<file path="src/rtl/rst_seq_ctrl.sv">
// Reset sequencer: async assert, synchronized release, stretch, software reset path.
// Optional RST_CAUSE output is enabled by defining RST_SEQ_CAUSE_EN.
module rst_seq_ctrl #(
  parameter int SYNC_STAGES    = 2,
  parameter int STRETCH_CYCLES = 16,
  parameter int SW_HOLD_CYCLES = 4
) (
  input  logic       CK,
  input  logic       RN,
  input  logic       SW_REQ,
  output logic       RN_OUT,
  output logic       RST_DONE,
  output logic       SW_ACK
`ifdef RST_SEQ_CAUSE_EN
  ,
  output logic [1:0] RST_CAUSE
`endif
);

  typedef enum logic [2:0] {
    ASSERT  = 3'd0,
    SYNC    = 3'd1,
    STRETCH = 3'd2,
    SWRST   = 3'd3,
    RUN     = 3'd4
  } state_e;

  localparam logic [7:0] STRETCH_LOAD = 8'(STRETCH_CYCLES - 1);
  localparam logic [7:0] SW_LOAD      = 8'(SW_HOLD_CYCLES - 1);

  state_e                 state_q;
  logic [7:0]             cnt_q;
  logic                   rn_out_q;
  logic                   done_q;
  logic                   sw_ack_q;
  logic                   sw_path_q;
  logic                   sw_req_q;
  logic [SYNC_STAGES-1:0] sync_q;
  logic [SYNC_STAGES-1:0] sync_d;
  logic                   sync_rel;
  logic                   sw_rise;

  assign sync_d   = {sync_q[SYNC_STAGES-2:0], 1'b1};
  assign sync_rel = sync_q[SYNC_STAGES-1];
  assign sw_rise  = SW_REQ & ~sw_req_q;

  always_ff @(posedge CK or negedge RN) begin
    if (!RN) begin
      sync_q <= '0;
    end else begin
      sync_q <= sync_d;
    end
  end

  // sw_path_q remembers that the current stretch came from a software reset,
  // so only that path produces SW_ACK when RN_OUT rises again.
  always_ff @(posedge CK or negedge RN) begin
    if (!RN) begin
      state_q   <= ASSERT;
      cnt_q     <= 8'd0;
      rn_out_q  <= 1'b0;
      done_q    <= 1'b0;
      sw_ack_q  <= 1'b0;
      sw_path_q <= 1'b0;
      sw_req_q  <= 1'b0;
    end else begin
      sw_req_q <= SW_REQ;
      sw_ack_q <= 1'b0;
      case (state_q)
        ASSERT, SYNC: begin
          if (sync_rel) begin
            state_q <= STRETCH;
            cnt_q   <= STRETCH_LOAD;
          end else begin
            state_q <= SYNC;
          end
        end
        STRETCH: begin
          if (cnt_q == 8'd0) begin
            state_q   <= RUN;
            rn_out_q  <= 1'b1;
            done_q    <= 1'b1;
            sw_ack_q  <= sw_path_q;
            sw_path_q <= 1'b0;
          end else begin
            cnt_q <= cnt_q - 8'd1;
          end
        end
        SWRST: begin
          if (cnt_q == 8'd0) begin
            state_q <= STRETCH;
            cnt_q   <= STRETCH_LOAD;
          end else begin
            cnt_q <= cnt_q - 8'd1;
          end
        end
        RUN: begin
          if (sw_rise) begin
            state_q   <= SWRST;
            rn_out_q  <= 1'b0;
            done_q    <= 1'b0;
            cnt_q     <= SW_LOAD;
            sw_path_q <= 1'b1;
          end
        end
        default: begin
          state_q <= ASSERT;
        end
      endcase
    end
  end

  assign RN_OUT   = rn_out_q;
  assign RST_DONE = done_q;
  assign SW_ACK   = sw_ack_q;

`ifdef RST_SEQ_CAUSE_EN
  logic [1:0] cause_q;

  always_ff @(posedge CK or negedge RN) begin
    if (!RN) begin
      cause_q <= 2'b01;
    end else if (state_q == RUN && sw_rise) begin
      cause_q <= 2'b10;
    end
  end

  assign RST_CAUSE = cause_q;
`endif

endmodule
</file>
<file path="config.mk">
export PLATFORM = sky130hd
export DESIGN_NAME = rst_seq_ctrl
export DESIGN_NICKNAME = d
export VERILOG_FILES = /design/src/rtl/rst_seq_ctrl.sv
export SDC_FILE = /design/constraint.sdc
export NUM_CORES = 1
export LEC_CHECK = 0
export ABC_CLOCK_PERIOD_IN_PS = 5300
export CELL_PAD_IN_SITES_DETAIL_PLACEMENT = 0
export CELL_PAD_IN_SITES_GLOBAL_PLACEMENT = 1
export CORE_UTILIZATION = 48
export DETAILED_ROUTE_END_ITERATION = 12
export GPL_TIMING_DRIVEN = 0
export PLACE_DENSITY = 0.8
export SETUP_SLACK_MARGIN = 0.15
export SLEW_MARGIN = 15
export SYNTH_ARGS = -nofsm -noshare
export SYNTH_HDL_FRONTEND = slang
export SYNTH_SLANG_ARGS = --single-unit
</file>
<file path="constraint.sdc">
create_clock -name CK -period 5.3 [get_ports CK]
set_clock_uncertainty 0.1 [all_clocks]
set_input_delay 0.53 -clock CK [delete_from_list [all_inputs] [get_ports CK]]
set_output_delay 0.53 -clock CK [all_outputs]
set_load 0.05 [all_outputs]
</file>
==> results of run 1 <==
[logic make-up after synthesis]
| logic type | count (synthesis) | share of synthesized area, % |
|---|---|---|
| other | 1 | 0.412 |
| AO/OA/AOI/OAI | 22 | 18.8 |
| multiplexers | 3 | 3.30 |
| flip-flops | 17 | 46.7 |
| buffers and inverters | 8 | 4.53 |
| AND/OR/NAND/NOR | 34 | 24.9 |
| adder cells (fa/ha/maj) | 1 | 1.37 |
[metal layers]
layer / GRT usage (%) / up-vias / part of all wire, % / routed length, µm
met5: 0 / - / 0 / 0
met2: 28.0 / 8 / 45 / 703
met4: 5.45 / 0 / 0.89 / 14
met1: 23.9 / 321 / 51 / 802
li1: - / 332 / - / -
met3: 5.95 / 2 / 3.3 / 52
[power by group through the flow]
stage	Sequential, mW	Combinational (mW)	Clock [mW]
floorplan	0.205	0.186	0
global placement	0.212	0.222	0
detailed placement	0.213	0.228	0
CTS	0.210	0.228	0.0698
global route	0.214	0.253	0.0760
finish	0.211	0.225	0.0673
[registers in the layout (all words and copies together) (netlist names)]
register and flops:
state_q 3, cnt_q 8, sw_path_q 1, SW_ACK 1, sync_q 2, RST_DONE 1
sw_req_q 1
[worst max path at each step]
stage / endpoint / slack [ns] / cells after the start
finish: RST_DONE / 3.08 / 2
global route: RST_DONE / 3.02 / 2
CTS: RST_DONE / 3.07 / 2
detailed placement: cnt_q[1]$_DFFE_PN0P_ / 3.07 / 6
global placement: cnt_q[1]$_DFFE_PN0P_ / 3.13 / 6
floorplan: cnt_q[6]$_DFFE_PN0P_ / 3.46 / 6
[through the flow]
stage	instances	setup WS, ns	util (%)
floorplan	86	3.46	-
global placement	116	3.13	56.8
detailed placement	116	3.07	56.8
CTS	120	3.07	58.4
global route	120	3.02	58.4
finish	120	3.08	58.4
[cell usage after synthesis (2+ instances only)]
master / n
sky130_fd_sc_hd__a21oi_1: 3
sky130_fd_sc_hd__a22oi_1: 2
sky130_fd_sc_hd__and2b_2: 2
sky130_fd_sc_hd__dfrtp_1: 17
sky130_fd_sc_hd__inv_1: 5
sky130_fd_sc_hd__mux2i_1: 3
sky130_fd_sc_hd__nand2_1: 6
sky130_fd_sc_hd__nand2b_1: 5
sky130_fd_sc_hd__nand3_1: 4
sky130_fd_sc_hd__nor2_1: 3
sky130_fd_sc_hd__nor4_1: 3
sky130_fd_sc_hd__o21ai_0: 4
sky130_fd_sc_hd__o31ai_1: 2
sky130_fd_sc_hd__or4_1: 2
[cell type report]
type,count,share of cell area (%)
Multi-Input combinational cell,61,43.6
Inverter,6,2.21
Clock buffer,4,2.58
Timing Repair Buffer,5,4.91
Tap cell,25,3.07
Buffer,2,1.84
Sequential cell,17,41.8
[worst register-to-register path, stage by stage (launching register included)]
cell and delay [ns]:
sky130_fd_sc_hd__dfrtp_1 0.44, sky130_fd_sc_hd__inv_1 0.07, sky130_fd_sc_hd__ha_1 0.24, sky130_fd_sc_hd__nor3b_2 0.19, sky130_fd_sc_hd__a21oi_1 0.54, sky130_fd_sc_hd__a221oi_1 0.17, sky130_fd_sc_hd__o22a_1 0.21
==> implementation parameters, run 1 <==
Parameter                              Value

Outcome
  Status ... finished, final reports clean

Critical path
  Worst Setup Path Type ... reg -> out
  Sort of element at the start of the critical path ... flop
  WP data required ... 4.67 ns
  Crit Reg-Reg Startpoint ... cnt_q[0]$_DFFE_PN0P_
  Worst r2r path cells ... 6
  Worst Setup SP ... RST_DONE$_DFFE_PN0P_
  Buf/Inv on CP ... 2
  Family with the most delay on the worst path ... buffers and inverters
  Worst reg2reg setup slack ... 3.23 ns
  Arrival time at the worst endpoint ... 1.59 ns
  Max Fanout on Critical Path ... 4
  Endpoint of the worst register-to-register path ... cnt_q[3]$_DFFE_PN0P_
  Critical-path cell with the highest stage delay ... sky130_fd_sc_hd__clkdlybuf4s50_1
  Crit path capture type ... output pin
  Cells along the critical path ... buf_4 -> clkdlybuf4s50_1
  Longest individual stage delay on the worst path ... 0.78 ns

Drt
  Total vias in the final route ... 663
  Average wire length per cell after detail routing ... 13.1 µm
  Number of DRC violations after detailed routing ... 0
  Antenna Violating Nets Remaining ... 0
  Number of DRC markers in iteration 0 ... 15
  Wirelength, routed ... 1570 µm
  Average vias per placed instance ... 5.53
  Number of iterations in the first detailed-routing pass ... 2

Worst hold path
  Origin of the worst min-delay path ... sync_q[0]$_DFF_PN0_
  Sink of the worst hold path ... sync_q[1]$_DFF_PN0_
  Hold Path Class ... reg -> reg
  Hold Path Cell Cnt ... 0

Yosys
  Most frequently used flop master after synthesis ... sky130_fd_sc_hd__dfrtp_1
  Share of Yosys cell area claimed by the top area cell type ... 46.7%
  Combined area of all synthesized cells ... 911 µm²
  Total of warnings raised by yosys ... 0
  Share of async-settable or async-resettable flops after synthesis ... 100%
  Synth area leader ... sky130_fd_sc_hd__dfrtp_1
  Syn Inst Count ... 86
  Flip-flop and latch count after synthesis ... 17
  Count of flip-flops with a built-in enable after synthesis ... 0
  Average instance area after synthesis ... 10.6 µm²
  Unique cell type count in the Yosys netlist ... 39
  Dominant cells by area after synthesis ... sky130_fd_sc_hd__dfrtp_1, sky130_fd_sc_hd__nand2b_1, sky130_fd_sc_hd__mux2i_1
  Syn nets ... 90
  Sequential cell area fraction in the yosys report ... 46.7%

Clocking
  Buffer depth of the longest clock path ... 2
  Clock slew seen by the registers of the worst setup and hold paths ... 0.09 ns
  Number of sinks on the clock net ... 17
  CTS Hold Buffers Added ... 0
  Source-to-sink clock delay at the later pin of the worst-skew pair ... 0.29 ns
  Post-CTS setup buffers ... 0
  CTS tree ... done
  CTS resizes ... 0
  Root Buffer Master ... sky130_fd_sc_hd__clkbuf_4
  Number of buffers added by the clock tree synthesis step ... 3
  Depth of the CTS H-tree ... 1

Global route
  Number of global-route vias before repair ... 598
  Initial antenna violation count ... 0
  Aggregate global-route resource usage ... 18.1%
  Sum of overflow across all layers after global routing ... 0
  Largest net degree at the start of global routing ... 18
  Wire length of the first global-routing pass ... 2620 µm

STA
  Max-slew headroom ... 49.8%
  Ratio of final minimum period to clock period ... 41.9%
  Final Max Tran Viols ... 0
  RSZ-0062 raised after global routing ... false
  Hold Slack ... 0.263 ns
  Setup TNS ... 0 ns
  Least-Margin Pin Slew ... 0.751 ns
  Setup violators final ... 0
  Achievable clock frequency ... 451 MHz
  Final hold viol count ... 0
  Final Critical Period ... 2.22 ns

Floorplan
  Starting Density ... 52.2%
  X dimension of the die ... 45.6 µm
  Die area ... 2080 µm²
  # IOs ... 6
  Cell Rows ... 15
  Area of the core region ... 1750 µm²
  Overall die height ... 45.6 µm

Final layout
  Number of filler instances in the final layout ... 154
  Commonest cells after routing, fill and taps aside ... sky130_fd_sc_hd__dfrtp_1, sky130_fd_sc_hd__nand2_1, sky130_fd_sc_hd__inv_1, sky130_fd_sc_hd__nand2b_1, sky130_fd_sc_hd__clkdlybuf4s50_1
  Share of cells above drive strength 1 ... 16.8%
  FF/Latch Area ... 425 µm²
  Final net count ... 100
  Area Growth Syn to Fin ... 11.8%
  Multi-input gate area in the final layout ... 444 µm²
  Post-route cell area ... 1020 µm²
  Antenna Diode Count ... 0
  Most frequent standard cell in the layout excluding fill and tap cells ... sky130_fd_sc_hd__dfrtp_1

Placement
  Detailed Place HPWL ... 1210 µm
  Routability congestion estimate from global placement ... 0.779
  DP Area ... 992 µm²
  IO buf count ... 5

Power
  Share of total power in combinational logic ... 44.7%
  Psw ... 0.200 mW
  Worst IR Drop VDD ... 0.000251 V
  Total leakage power ... 0.431 nW
  Cell Pwr Density ... 494 nW/µm²
  Cell-internal power ... 0.303 mW
  Fraction of power consumed by sequential logic ... 41.9%
  Share of total power in the clock network ... 13.4%
  Post-route total power ... 0.504 mW
  Switching Share ... 39.8%

Run
  Maxcap violations ... 0
No activity file was read; power rests on OpenSTA's default activity.
==> run 2: changes to the inputs <==
--- a/config.mk
+++ b/config.mk
@@ -5,13 +5,13 @@
 export SDC_FILE = /design/constraint.sdc
 export NUM_CORES = 1
 export LEC_CHECK = 0
-export ABC_CLOCK_PERIOD_IN_PS = 5300
+export ABC_CLOCK_PERIOD_IN_PS = 2100
 export CELL_PAD_IN_SITES_DETAIL_PLACEMENT = 0
 export CELL_PAD_IN_SITES_GLOBAL_PLACEMENT = 1
-export CORE_UTILIZATION = 48
+export CORE_UTILIZATION = 44
 export DETAILED_ROUTE_END_ITERATION = 12
 export GPL_TIMING_DRIVEN = 0
-export PLACE_DENSITY = 0.8
+export PLACE_DENSITY = 0.74
 export SETUP_SLACK_MARGIN = 0.15
 export SLEW_MARGIN = 15
 export SYNTH_ARGS = -nofsm -noshare
==> constraint.sdc (replaced) <==
create_clock -name CK -period 2.1 [get_ports CK]
set_clock_uncertainty 0.1 [all_clocks]
set_input_delay 0.21 -clock CK [delete_from_list [all_inputs] [get_ports CK]]
set_output_delay 0.21 -clock CK [all_outputs]
set_load 0.05 [all_outputs]
==> run 2 against run 1 <==
Compared with the run above: global-route usage grew 0.69 points; count of clock-buffer cells in the layout unchanged; critical path depth grew 2; sequential cell count did not move; non-clock buffer count rose by 8; sequential share of layout area is 3.9 points lower; combinational power grew to 3.5 times the previous value; largest power group unchanged.
==> implementation parameters, run 2 (synthesis gave the netlist of run 1 again) <==
Parameter                              Value

Floorplan
  Starting Density ... 46.4% (-5.8 points)
  # IOs ... 6 (unchanged)
  X dimension of the die ... 47.5 µm (+4.3%)
  Area of the core region ... 1960 µm² (+12%)
  Die area ... 2260 µm² (+8.7%)
  Cell Rows ... 16 (+1)
  Overall die height ... 47.5 µm (+4.3%)

Critical path
  Critical-path cell with the highest stage delay ... sky130_fd_sc_hd__or4_4
  Cells along the critical path ... or4_4 -> o31ai_4 -> o211ai_1 -> a22o_1
  Max Fanout on Critical Path ... 5 (+1)
  WP data required ... 2.19 ns (-2.48 ns)
  Worst r2r path cells ... 4 (-2)
  Family with the most delay on the worst path ... compound AO/OA/AOI/OAI gates
  Sort of element at the start of the critical path ... flop
  Levels on crit path ... 4 (+2)
  Worst Setup Path Type ... reg -> reg
  Buf/Inv on CP ... 0 (-2)
  Arrival time at the worst endpoint ... 2.04 ns (+0.45 ns)
  Longest individual stage delay on the worst path ... 0.57 ns (-0.21 ns)
  Crit path capture type ... flop

Global route
  Initial antenna violation count ... 0 (unchanged)
  Aggregate global-route resource usage ... 18.8% (+0.69 points)
  Wire length of the first global-routing pass ... 2870 µm (+9.8%)
  Number of global-route vias before repair ... 632 (+5.7%)
  Largest net degree at the start of global routing ... 18 (unchanged)
  Sum of overflow across all layers after global routing ... 0 (unchanged)

Run
  Maxcap violations ... 0 (unchanged)

Drt
  Total vias in the final route ... 728 (+9.8%)
  Antenna Violating Nets Remaining ... 0 (unchanged)
  Average vias per placed instance ... 5.60 (+1.4%)
  Number of DRC violations after detailed routing ... 0 (unchanged)
  Number of DRC markers in iteration 0 ... 4 (-11)
  Number of iterations in the first detailed-routing pass ... 3 (+1)
  Wirelength, routed ... 1890 µm (+20%)
  Average wire length per cell after detail routing ... 14.5 µm (+11%)

Power
  Total leakage power ... 0.474 nW (+9.8%)
  Cell Pwr Density ... 1310 nW/µm² (+170%)
  Worst IR Drop VDD ... 0.000735 V (+190%)

Final layout
  Top flop regs ... cnt_q: 8 flops, state_q: 3 flops, sync_q: 2 flops
  Area Growth Syn to Fin ... 24.0%
  Register with the most flip-flops ... cnt_q
  Commonest cells after routing, fill and taps aside ... sky130_fd_sc_hd__dfrtp_1, sky130_fd_sc_hd__buf_4, sky130_fd_sc_hd__nand2_1
  Most frequent standard cell in the layout excluding fill and tap cells ... sky130_fd_sc_hd__dfrtp_1
  Number of filler instances in the final layout ... 195 (+27%)
  Number of standard cells in the layout, taps in and fillers out ... 130 (+8.3%)
  Max reg flops ... 8 (unchanged)
  Share of cells above drive strength 1 ... 32.0% (+15 points)
  Final net count ... 108 (+8.0%)
  Antenna Diode Count ... 0 (unchanged)
  Post-route cell area ... 1130 µm² (+11%)

Clocking
  Buffer depth of the longest clock path ... 2 (unchanged)
  CTS Hold Buffers Added ... 0 (unchanged)
  CTS tree ... done
  Clock slew seen by the registers of the worst setup and hold paths ... 0.09 ns (about the same)
  Source-to-sink clock delay at the later pin of the worst-skew pair ... 0.29 ns (about the same)
  Root Buffer Master ... sky130_fd_sc_hd__clkbuf_4
  Number of sinks on the clock net ... 17 (unchanged)
  Depth of the CTS H-tree ... 1 (unchanged)
  Number of buffers added by the clock tree synthesis step ... 3 (unchanged)

STA
  Setup violators final ... 0 (unchanged)
  Max-slew headroom ... 50.2% (+0.45 points)
  Ratio of final minimum period to clock period ... 92.9%
  Hold Slack ... 0.253 ns (-0.00957 ns)
  RSZ-0062 raised after global routing ... true
  Final Max Tran Viols ... 0 (unchanged)
  Setup TNS ... 0 ns (unchanged)
  Final Critical Period ... 1.95 ns
  Least-Margin Pin Slew ... 0.744 ns (-0.00672 ns)
  Achievable clock frequency ... 513 MHz
  Final hold viol count ... 0 (unchanged)

Placement
  Routability congestion estimate from global placement ... 0.765 (-1.8%)
  Detailed Place HPWL ... 1270 µm (+4.6%)
  Number of instances in the placed design ... 118 (+1.7%)
  DP Area ... 995 µm² (+0.25%)
  IO buf count ... 5 (unchanged)

Outcome
  Status ... finished, final reports clean

Worst hold path
  Hold Path Class ... in -> async
run 2: cell count changes in the layout (fill, tap and decap cells not counted), moves of 2 or more:
cell,before,now
sky130_fd_sc_hd__buf_4,1,8
sky130_fd_sc_hd__dfrtp_1,17,15
sky130_fd_sc_hd__dfrtp_2,0,2
sky130_fd_sc_hd__inv_1,5,3
sky130_fd_sc_hd__inv_2,1,3
run 2: worst register-to-register path: stages, from the launching register on:
cell                       delay (ns)
sky130_fd_sc_hd__dfrtp_1         0.44
sky130_fd_sc_hd__or4_4           0.57
sky130_fd_sc_hd__o31ai_4         0.35
sky130_fd_sc_hd__o211ai_1        0.16
sky130_fd_sc_hd__a22o_1          0.23
run 2: what timing repair did:
item | 4_1_cts | 5_1_grt
setup endpoints to repair | 7 | 8
pin swaps | 1 | 5
gates resized for setup | 5 | 8
setup buffers | 4 | 4
endpoints found under the hold margin | 0 | 0
run 2: path summary, 6_finish.rpt:
kind | start | endpoint | slack (ns)
max in group asynchronous | RN | cnt_q[4]$_DFFE_PN0P_ | 1.13
hold reg to reg | sync_q[0]$_DFF_PN0_ | sync_q[1]$_DFF_PN0_ | 0.25
hold / removal | RN | sw_path_q$_DFFE_PN0P_ | 0.25
min in group CK | sync_q[0]$_DFF_PN0_ | sync_q[1]$_DFF_PN0_ | 0.25
setup / recovery | cnt_q[6]$_DFFE_PN0P_ | cnt_q[2]$_DFFE_PN0P_ | 0.15
setup reg to reg | cnt_q[6]$_DFFE_PN0P_ | cnt_q[2]$_DFFE_PN0P_ | 0.15
run 2: final cells by class:
class | count | area, µm² | share of cell area (%)
Multi-Input combinational cell | 61 | 484 | 42.9
Timing Repair Buffer | 13 | 116 | 10.3
Clock buffer | 4 | 26.3 | 2.33
Buffer | 2 | 18.8 | 1.66
Sequential cell | 17 | 428 | 37.9
Inverter | 6 | 22.5 | 1.99
Tap cell | 27 | 33.8 | 2.99
run 2: power breakdown:
group / total, mW / switching [mW] / internal (mW)
registers: 0.530 / 0.108 / 0.422
clock network: 0.173 / 0.0993 / 0.0739
logic: 0.779 / 0.387 / 0.392
total: 1.48 / 0.595 / 0.887
run 2: per-stage QoR:
| stage | setup slack (ns) | util (%) | power [mW] |
|---|---|---|---|
| final | 0.150 | 57.6 | 1.48 |
| after detailed placement | 0.0255 | 50.7 | 1.12 |
| after global routing | 0.100 | 57.6 | 1.60 |
| after CTS | 0.164 | 54.4 | 1.39 |
| after global placement | 0.0523 | 50.7 | 1.10 |
| after floorplan | 0.260 | - | 0.986 |
run 2: metal layers:
metal  GRT usage [%]  vias to the layer above  part of all wire, %
li1                -                      351                    -
met1            24.4                      351                   44
met2            30.7                       16                   49
met3            4.53                       10                  2.9
met4            6.29                        0                  3.8
met5               0                        -                    0
